$ cat src/rtl/serial_subtractor.sv
// serial_subtractor: bit-serial unsigned subtractor, diff = a - b - bin.
// One full-subtractor cell processes one bit per clock, LSB first.
// Operands enter through a valid/ready handshake, and results leave through another.
// Optional macro SERIAL_SUB_OVF_EN adds a registered signed-overflow output, ovf.
module serial_subtractor #(
  parameter int unsigned WIDTH = 8
) (
  input  logic             clk,
  input  logic             rst,
  input  logic             in_valid,
  output logic             in_ready,
  input  logic [WIDTH-1:0] a,
  input  logic [WIDTH-1:0] b,
  input  logic             bin,
  output logic             out_valid,
  input  logic             out_ready,
  output logic [WIDTH-1:0] diff,
  output logic             bout,
`ifdef SERIAL_SUB_OVF_EN
  output logic             ovf,
`endif
  output logic             busy
);

  localparam int unsigned CNT_W = (WIDTH > 1) ? $clog2(WIDTH) : 1;

  typedef enum logic [1:0] {
    S_IDLE = 2'd0,
    S_RUN  = 2'd1,
    S_DONE = 2'd2
  } state_t;

  state_t           r_state;
  state_t           w_state_nxt;
  logic [WIDTH-1:0] r_a_sh;
  logic [WIDTH-1:0] r_b_sh;
  logic             r_br;
  logic [CNT_W-1:0] r_cnt;
  logic [WIDTH-1:0] r_diff;
  logic             r_bout;
  logic             w_d;
  logic             w_br_nxt;
  logic             w_last;
`ifdef SERIAL_SUB_OVF_EN
  logic             r_ovf;
`endif

  // Full-subtractor cell on the current LSBs
  always_comb begin
    w_d      = r_a_sh[0] ^ r_b_sh[0] ^ r_br;
    w_br_nxt = (~r_a_sh[0] & r_b_sh[0]) | (~(r_a_sh[0] ^ r_b_sh[0]) & r_br);
    w_last   = (r_state == S_RUN) && (r_cnt == CNT_W'(WIDTH - 1));
  end

  // State register
  always_ff @(posedge clk or posedge rst) begin
    if (rst) r_state <= S_IDLE;
    else     r_state <= w_state_nxt;
  end

  // Next-state logic and handshake outputs
  always_comb begin
    w_state_nxt = r_state;
    in_ready    = 1'b0;
    out_valid   = 1'b0;
    busy        = 1'b0;
    case (r_state)
      S_IDLE: begin
        in_ready = 1'b1;
        if (in_valid) w_state_nxt = S_RUN;
      end
      S_RUN: begin
        busy = 1'b1;
        if (w_last) w_state_nxt = S_DONE;
      end
      S_DONE: begin
        busy      = 1'b1;
        out_valid = 1'b1;
        if (out_ready) w_state_nxt = S_IDLE;
      end
      default: w_state_nxt = S_IDLE;
    endcase
  end

  // Operand capture, serial datapath, and result registers
  // Result bits shift into the vacated MSBs of the minuend register.
  // After WIDTH shifts, that register holds the complete difference.
  always_ff @(posedge clk or posedge rst) begin
    if (rst) begin
      r_a_sh <= '0;
      r_b_sh <= '0;
      r_br   <= 1'b0;
      r_cnt  <= '0;
      r_diff <= '0;
      r_bout <= 1'b0;
`ifdef SERIAL_SUB_OVF_EN
      r_ovf  <= 1'b0;
`endif
    end else begin
      case (r_state)
        S_IDLE: begin
          if (in_valid) begin
            r_a_sh <= a;
            r_b_sh <= b;
            r_br   <= bin;
            r_cnt  <= '0;
          end
        end
        S_RUN: begin
          r_a_sh <= {w_d, r_a_sh[WIDTH-1:1]};
          r_b_sh <= {1'b0, r_b_sh[WIDTH-1:1]};
          r_br   <= w_br_nxt;
          r_cnt  <= r_cnt + CNT_W'(1);
          if (w_last) begin
            r_diff <= {w_d, r_a_sh[WIDTH-1:1]};
            r_bout <= w_br_nxt;
`ifdef SERIAL_SUB_OVF_EN
            r_ovf  <= r_br ^ w_br_nxt;
`endif
          end
        end
        default: ;
      endcase
    end
  end

  assign diff = r_diff;
  assign bout = r_bout;
`ifdef SERIAL_SUB_OVF_EN
  assign ovf  = r_ovf;
`endif

endmodule

$ cat config.mk
export PLATFORM = sky130hd
export DESIGN_NAME = serial_subtractor
export DESIGN_NICKNAME = d
export VERILOG_FILES = /design/src/rtl/serial_subtractor.sv
export SDC_FILE = /design/constraint.sdc
export NUM_CORES = 1
export LEC_CHECK = 0
export ABC_CLOCK_PERIOD_IN_PS = 2000
export BUFFER_PORTS_ARGS = -buffer_cell sky130_fd_sc_hd__clkbuf_2
export CAP_MARGIN = 30
export CORE_MARGIN = 1
export CORE_UTILIZATION = 36
export DETAILED_ROUTE_END_ITERATION = 10
export SLEW_MARGIN = 0
export SYNTH_ARGS = -nofsm -noshare
export SYNTH_HDL_FRONTEND = slang
export SYNTH_SLANG_ARGS = --single-unit
$ cat constraint.sdc
create_clock -name clk -period 2 [get_ports clk]
set_input_delay 0 -clock clk [delete_from_list [all_inputs] [get_ports clk]]
set_output_delay 0 -clock clk [all_outputs]
set_load 0.05 [all_outputs]
==> run summary, run 1 <==
The run finished with clean final reports. The post-synthesis instance total is 133. The count of buffering cells on the critical path with inverters included is 1. Once the clock tree was built, the resizer swapped 0 gates to a different size. TritonCTS built the clock tree. The critical path is of the flip-flop to flip-flop type. The fraction of synthesis flops using an asynchronous set or reset pin came out at 100.0%. The sum of net half-perimeters after detailed placement is 2.012 mm. The count of cells along the worst register-to-register path came out at 5. Counting instances in the post-synthesis netlist gives the leading cell types as dfrtp_1 (31), mux2i_1 (18), nand2_1 (18). The slack of the worst reg-to-reg path is 0.31 ns. Clock-pin slew was measured on the worst setup and hold paths at 0.07 ns. The clock net sink count is 31. Counting flops with a built-in enable in the synthesized netlist gives 0. The post-layout minimum cycle time is 1.691 ns.

The die extent in x came out at 67.70 um. The slew at the pin with the worst max-slew slack is 0.4316 ns. Counting tap cells, the placed design contains a total of 212 instances.

The die covers 0.004583 mm^2. During placement, the flow inserted port buffers numbering 32. Data on the critical path arrives at its endpoint at 1.86 ns. The maximum ir drop on the vdd rail is 0.8807 mV.

The number of buffers created by CTS came out at 5. The area of the core region came out at 0.004086 mm^2. In this run the deepest clock path goes through 2 buffers. The worst hold path depth came out at 3.

The sequential element share of the synthesized area is 49.92%. The wire length per cell came out at 12.43 um. The number of antenna diodes in the final layout is 0. Static timing analysis puts the maximum clock frequency at 591.4 MHz. Prior to clock tree synthesis, the placed netlist has a worst setup slack of 0.3022 ns. The worst register-to-register path ends at r_state[0].

The final estimated routing congestion in global placement is 0.7418. The number of warnings issued by yosys is 0. After detailed routing, the total wire length is 2.859 mm.

The count of final hold-check violations came to 0. Traced cell by cell, the critical path runs through inv_1 > ha_1 > nor2b_4 > nor3_2 > mux2_4. The critical register-to-register path startpoint is r_state[0]. Final hold analysis gives a worst-case slack of 0.001602 ns. The number of nets in the synthesized netlist is 160. The initial cell density of the core is 38.03%.

The most used flip-flop cell after synthesis is dfrtp_1. The leakage power came out at 0.9745 nW. The initial antenna violation count is 0.

The library cell contributing the largest single delay on the critical path is ha_1. The global-route wire length before repair came out at 4.747 mm. The power density of the placed cells came out at 1808 mW/mm^2. Summing internal, switching and leakage power gives 3.527 mW. The portion of the clock cycle consumed by the worst path in the final layout is 84.54%. The post-route netlist has 31.67% of its cells at a drive strength greater than 1. The met3 usage in global routing is 3.547%. The unique cell type count in the Yosys netlist is 27. On the worst path, the slowest cell contributes a delay of 0.42 ns. The number of global-route vias before repair was 1084.

The worst setup path is launched from a flip-flop. The non-filler instance count after layout is 230. The global routing usage on met1 came out at 15.94%. The cell area after synthesis is 0.001554 mm^2. Counting flops and latches in the post-synthesis netlist gives 31. The tightest slew margin relative to the limit is 71.23%. The detail route stage leaves a number of antenna-violating nets equal to 0. The number of cell rows came out at 23. In the global route stage, overall resource usage came out at 14.48%.

The final count of negative-setup-slack endpoints is 0. The top-level I/O count is 33. Setup repair after global routing left no endpoint under its margin. The busiest layer in global routing is met2.

The ratio of routed vias to standard cells came out at 4.743. The critical path required time came out at 2.17 ns. Before antenna repair, the detailed router went through 2 iterations. In the global route stage, met2 resource usage came out at 25.25%. In the routed design, unresolved DRC markers number 0. The height of the die came out at 67.70 um. The largest total area in the synthesized netlist belongs to dfrtp_1. The max-capacitance violation count came out at 0. The final layout net count came out at 206. The critical-path maximum fanout is 10. Between clock sinks in the finished design, the worst skew comes to 0.007321 ns. Broken down by cell family, the worst path's largest delay share belongs to adder cells.

The clock reaches the later pin of the worst-skew pair after 0.28 ns. The cell at the root of the clock tree is clkbuf_8. STA classifies the critical path endpoint as a flip-flop. After global routing the overflow that remains totals 0. The average cell area after synthesis is 11.68 um^2. The tightest min-delay check is of the input pin to flip-flop type.

The number of vias in the routed layout came out at 1091. The number of DRC violations after detailed-routing iteration 0 is 25. The worst setup margin came out at 0.3092 ns. The synthesis-to-finish area growth came out at 25.52%. dfrtp_1 is the most common cell in the netlist. The maximum level of the CTS H-tree is 2. The max-slew violation total from the final report is 0. The sum of negative setup slack is 0 ns. The pin count of the biggest net entering global routing is 33. In this run the most critical hold path is launched from b[4]. The top-area cell type share of the netlist area came out at 49.92%. Yosys attributes the largest share of cell area to dfrtp_1 (50%), mux2i_1 (12%), mux2_2 (5.8%).

The endpoint with the worst hold slack is r_b_sh[4].
## timing repair
action	CTS	global route
hold endpoints to repair	40	0
hold buffers	10	0
buffers inserted	0	0
## sequential cells by signal, summed over array words and instances, names as in the netlist
name and count:
bout 1, r_b_sh 8, r_cnt 3, r_br 1
r_a_sh 8, diff 8, r_state 2
## layer usage
layer / vias to the layer above / wire [um] / share of wire, %
met1: 510 / 1283 / 45
met2: 25 / 1423 / 50
met4: 0 / 51 / 1.8
li1: 551 / - / -
met3: 5 / 100 / 3.5
met5: - / 0 / 0
## worst min-delay path: stages
cell and delay [ns]:
clkbuf_2 0.08, mux2i_1 0.05, o21ai_1 0.11
## report_power, final
group	switching (mW)	total, mW	internal, mW
combinational	1.12	1.88	0.760
sequential	0.183	1.11	0.924
clock	0.226	0.540	0.314
total	1.53	3.53	2.00
## area by class of cell
cell class                 instances  area (um^2)
clock buffer                       8        100.1
fill                             410         2136
inverter                           7        26.28
multi-input combinational         87        675.6
sequential                        31        775.7
tap                               50        62.56
timing repair buffer              47        310.3
## worst max path at each step
stage | startpoint | end | slack (ns) | depth (start not counted)
after floorplan | r_state[0] | r_state[0] | 0.21 | 6
after global placement | r_state[0] | r_state[0] | 0.41 | 5
after detailed placement | r_state[1] | r_state[0] | 0.30 | 5
after CTS | r_state[1] | r_state[0] | 0.29 | 5
after global routing | r_state[0] | r_b_sh[4] | 0.19 | 6
final | r_state[0] | r_state[0] | 0.31 | 5
## placed cells by master, fill, tap and decap left out, drive strengths merged
cell type and instances:
nor2b 3, inv 7, a21oi 1, dlygate4sd3 10
o32a 1, nor3b 1, a32oi 2, mux2i 19
clkbuf 40, xnor2 1, buf 5, nand2 19
ha 5, a21o 1, dfrtp 31, fa 1
o21ai 20, nor3 2, o22ai 1, nand3b 1
mux2 9
## stage by stage
| stage | area [um^2] | utilization [%] |
|---|---|---|
| 3_5_place_dp | 1750 | 42.84 |
| 3_3_place_gp | 1750 | 42.84 |
| 4_1_cts | 1951 | 47.73 |
| 5_1_grt | 1951 | 47.73 |
| 2_1_floorplan | 1554 | - |
| 6_report | 1951 | 47.73 |
## logic make-up (layout without fill, tap and decap cells)
family / count (synthesis) / after routing / share of synthesized area (%)
flip-flops: 31 / 31 / 49.92
multiplexers: 28 / 28 / 19.81
AO/OA/AOI/OAI: 26 / 26 / 9.421
adder cells (fa/ha/maj): 6 / 6 / 5.314
AND/OR/NAND/NOR: 26 / 26 / 8.373
buffers and inverters: 15 / 62 / 6.602
XOR/XNOR: 1 / 1 / 0.5637
Power figures use the tool's default switching activity.
==> run 2, diff against run 1 <==
--- a/config.mk
+++ b/config.mk
@@ -5,7 +5,7 @@
 export SDC_FILE = /design/constraint.sdc
 export NUM_CORES = 1
 export LEC_CHECK = 0
-export ABC_CLOCK_PERIOD_IN_PS = 2000
+export ABC_CLOCK_PERIOD_IN_PS = 1700
 export BUFFER_PORTS_ARGS = -buffer_cell sky130_fd_sc_hd__clkbuf_2
 export CAP_MARGIN = 30
 export CORE_MARGIN = 1
==> constraint.sdc (replaced) <==
create_clock -name clk -period 1.7 [get_ports clk]
set_input_delay 0 -clock clk [delete_from_list [all_inputs] [get_ports clk]]
set_output_delay 0 -clock clk [all_outputs]
set_load 0.05 [all_outputs]
==> run 2 against run 1 <==
Compared with the run above: non-clock buffer count is 1 higher; worst setup slack worse by 0.20 ns; sequential power is 18% higher; highest routed layer unchanged; sequential cell count stayed put; maximum frequency is 6.2% higher; first-iteration DRC count is 20% lower; critical endpoint is now r_a_sh[5]; hold slack better by 0.0048 ns; cell count is 0.43% lower; largest power group unchanged; critical path type unchanged; clock skew is 0.00087 ns lower.
==> run summary, run 2 (synthesis gave the netlist of run 1 again) <==
The top cell types in the final layout, fill and taps aside, are clkbuf_2 (32), dfrtp_1 (31), mux2i_1 (18), nand2_1 (18), o21ai_1 (14). Summing over every cut layer, the via total after detailed routing is 1092. The max-capacitance violation count is 0.

The worst register-to-register path ends at r_a_sh[5]. The first global-routing pass estimated 5.037 mm of wire. The total die area came out at 0.004583 mm^2. The clock latency on the worst-skew pair is 0.28 ns. The tightest slew margin relative to the limit came out at 73.99%. In this run the clock root is driven by a clkbuf_8. The sum of negative setup slack came out at 0 ns. The slack of the worst reg-to-reg path came out at 0.11 ns. The detailed router finished its first iteration with 20 violations.

The number of buffers added on ports came out at 32. The most frequent standard cell in the layout excluding fill and tap cells is clkbuf_2. The buffer depth of the longest clock path is 2. The fraction of final layout cells with drive strength greater than 1 is 31.84%. The path with the worst hold slack has its endpoint at r_a_sh[6]. Once the floorplan was initialized, standard cells occupied 38.03% of the core.

The global-route met2 utilization is 24.01%. The portion of the clock cycle consumed by the worst path in the final layout is 93.63%. The worst register-to-register path begins at r_state[1]. The total of cells resized after clock tree synthesis is 0. The power density of the placed cells is 2123 mW/mm^2. The H-tree was split into 2 levels. The path category of the worst min-delay check is input pin to flip-flop. The number of antenna-violating nets in the routed design came out at 0. The number of global-route vias before repair was 1042.

The sum of net half-perimeters after detailed placement came out at 2.136 mm. The worst setup path is launched from a flip-flop. The worst hold path depth came out at 3. The total inserted antenna cells came out at 0. The run finished with clean final reports. The critical-path maximum fanout is 12. The congestion estimate from routability-driven global placement came to 0.7676. The category of the most critical setup path is flip-flop to flip-flop.

The ratio of routed vias to standard cells came out at 4.769. The worst setup skew after layout came out at 0.006455 ns. The wire length per cell came out at 12.86 um. The number of remaining DRC errors came out at 0. The floorplan step set the die height to 67.70 um. The placed standard-cell area is 0.001760 mm^2. The max-slew violation total from the final report is 0. The analysis attributes to cell leakage a power of 0.9638 nW. The final layout net count is 207.

Counting every sink on the clock net gives 31. The count of final hold-check violations is 0. The global routing usage on met1 is 19.36%.

The pin count of the biggest net entering global routing came out at 32. The global route total overflow came out at 0. met2 is the most crowded layer.

The finished cells cover 0.001933 mm^2. The worst setup path is captured at a flip-flop. The global router's overall resource usage is 15.67%.

For this run, the detailed router's first-pass iteration total came to 4. The maximum ir drop on the vdd rail is 0.8898 mV. The filler cell count came out at 384. The region available for standard cell placement spans 0.004086 mm^2.

Setup repair after global routing left no endpoint under its margin. The die extent in x came out at 67.70 um. The met3 usage in global routing came out at 5.405%. The number of cell rows is 23. The hold path startpoint is a[6].

The top-level I/O count is 33. The wire length after detailed routing is 2.945 mm. The CTS tree is done.

The number of buffers inserted by post-CTS setup repair came out at 0. Clock-pin slew was measured on the worst setup and hold paths at 0.06 ns. Setup violations remaining at the end of the flow were counted as 0.

The count of cells along the worst register-to-register path is 5. The post-layout minimum cycle time came out at 1.592 ns. The critical path required time came out at 1.85 ns.

The highest achievable clock rate is 628.3 MHz. The number of buffers created by CTS is 5. The initial antenna violation count is 0. The area growth from synthesis to layout is 24.40%. At the pin with the least slew margin, the transition time is 0.3902 ns. At the worst endpoint, the arrival time is 1.74 ns.
-- run 2: changes by cell type in the layout (fill, tap and decap cells not counted), sizes merged --
cell / before / now
buf: 5 / 6
clkbuf: 40 / 38
-- run 2: final cells by class --
type                    instances  area (um^2)  area share (%)
multi-input cells              87        678.2           35.08
inverters                       7        26.28           1.359
flip-flops and latches         31        775.7           40.13
repair buffers                 48        317.8           16.44
clock buffers                   6        72.57           3.754
well taps                      50        62.56           3.236
-- run 2: what timing repair did --
action | CTS | global route
hold buffers | 10 | 0
endpoints found under the hold margin | 40 | 0
endpoints found under the setup margin | 0 | 0
-- run 2: worst max path at each step --
stage | slack, ns | start | cells past startpoint | to
finish | 0.11 | r_state[1] | 5 | r_a_sh[5]
global route | 0.01 | r_state[1] | 5 | r_a_sh[4]
CTS | 0.10 | r_state[1] | 5 | r_b_sh[2]
detailed placement | 0.12 | r_state[1] | 5 | r_b_sh[2]
global placement | 0.18 | r_cnt[0] | 4 | diff[6]
floorplan | 0.02 | r_state[0] | 5 | r_state[0]
-- run 2: metal layers --
layer / vias up / routed length [um]
met5: - / 0
met4: 0 / 60
met3: 5 / 143
met2: 24 / 1351
met1: 513 / 1390
li1: 550 / -
-- run 2: where the power goes --
group	switching [mW]	internal, mW
Clock	0.249	0.272
Sequential	0.220	1.09
Combinational	1.35	0.922
Total	1.82	2.28
-- run 2: critical path, cell delays in order (launching register included) --
cell and delay [ns]:
dfrtp_1 0.40, inv_1 0.09, ha_1 0.35, buf_4 0.31
mux2i_1 0.20, o21ai_0 0.09
-- run 2: per-stage QoR --
step	total power, mW	utilization, %	cells	hold WS [ns]	setup slack [ns]
finish	4.104	47.31	229	0.006450	0.1083
global route	4.425	47.31	229	0.006067	0.009997
global placement	3.493	43.08	213	0.08805	0.1781
detailed placement	3.593	43.08	213	0.08753	0.1182
CTS	4.149	47.31	229	0.00006206	0.1017
floorplan	3.197	-	133	0.1035	0.02249
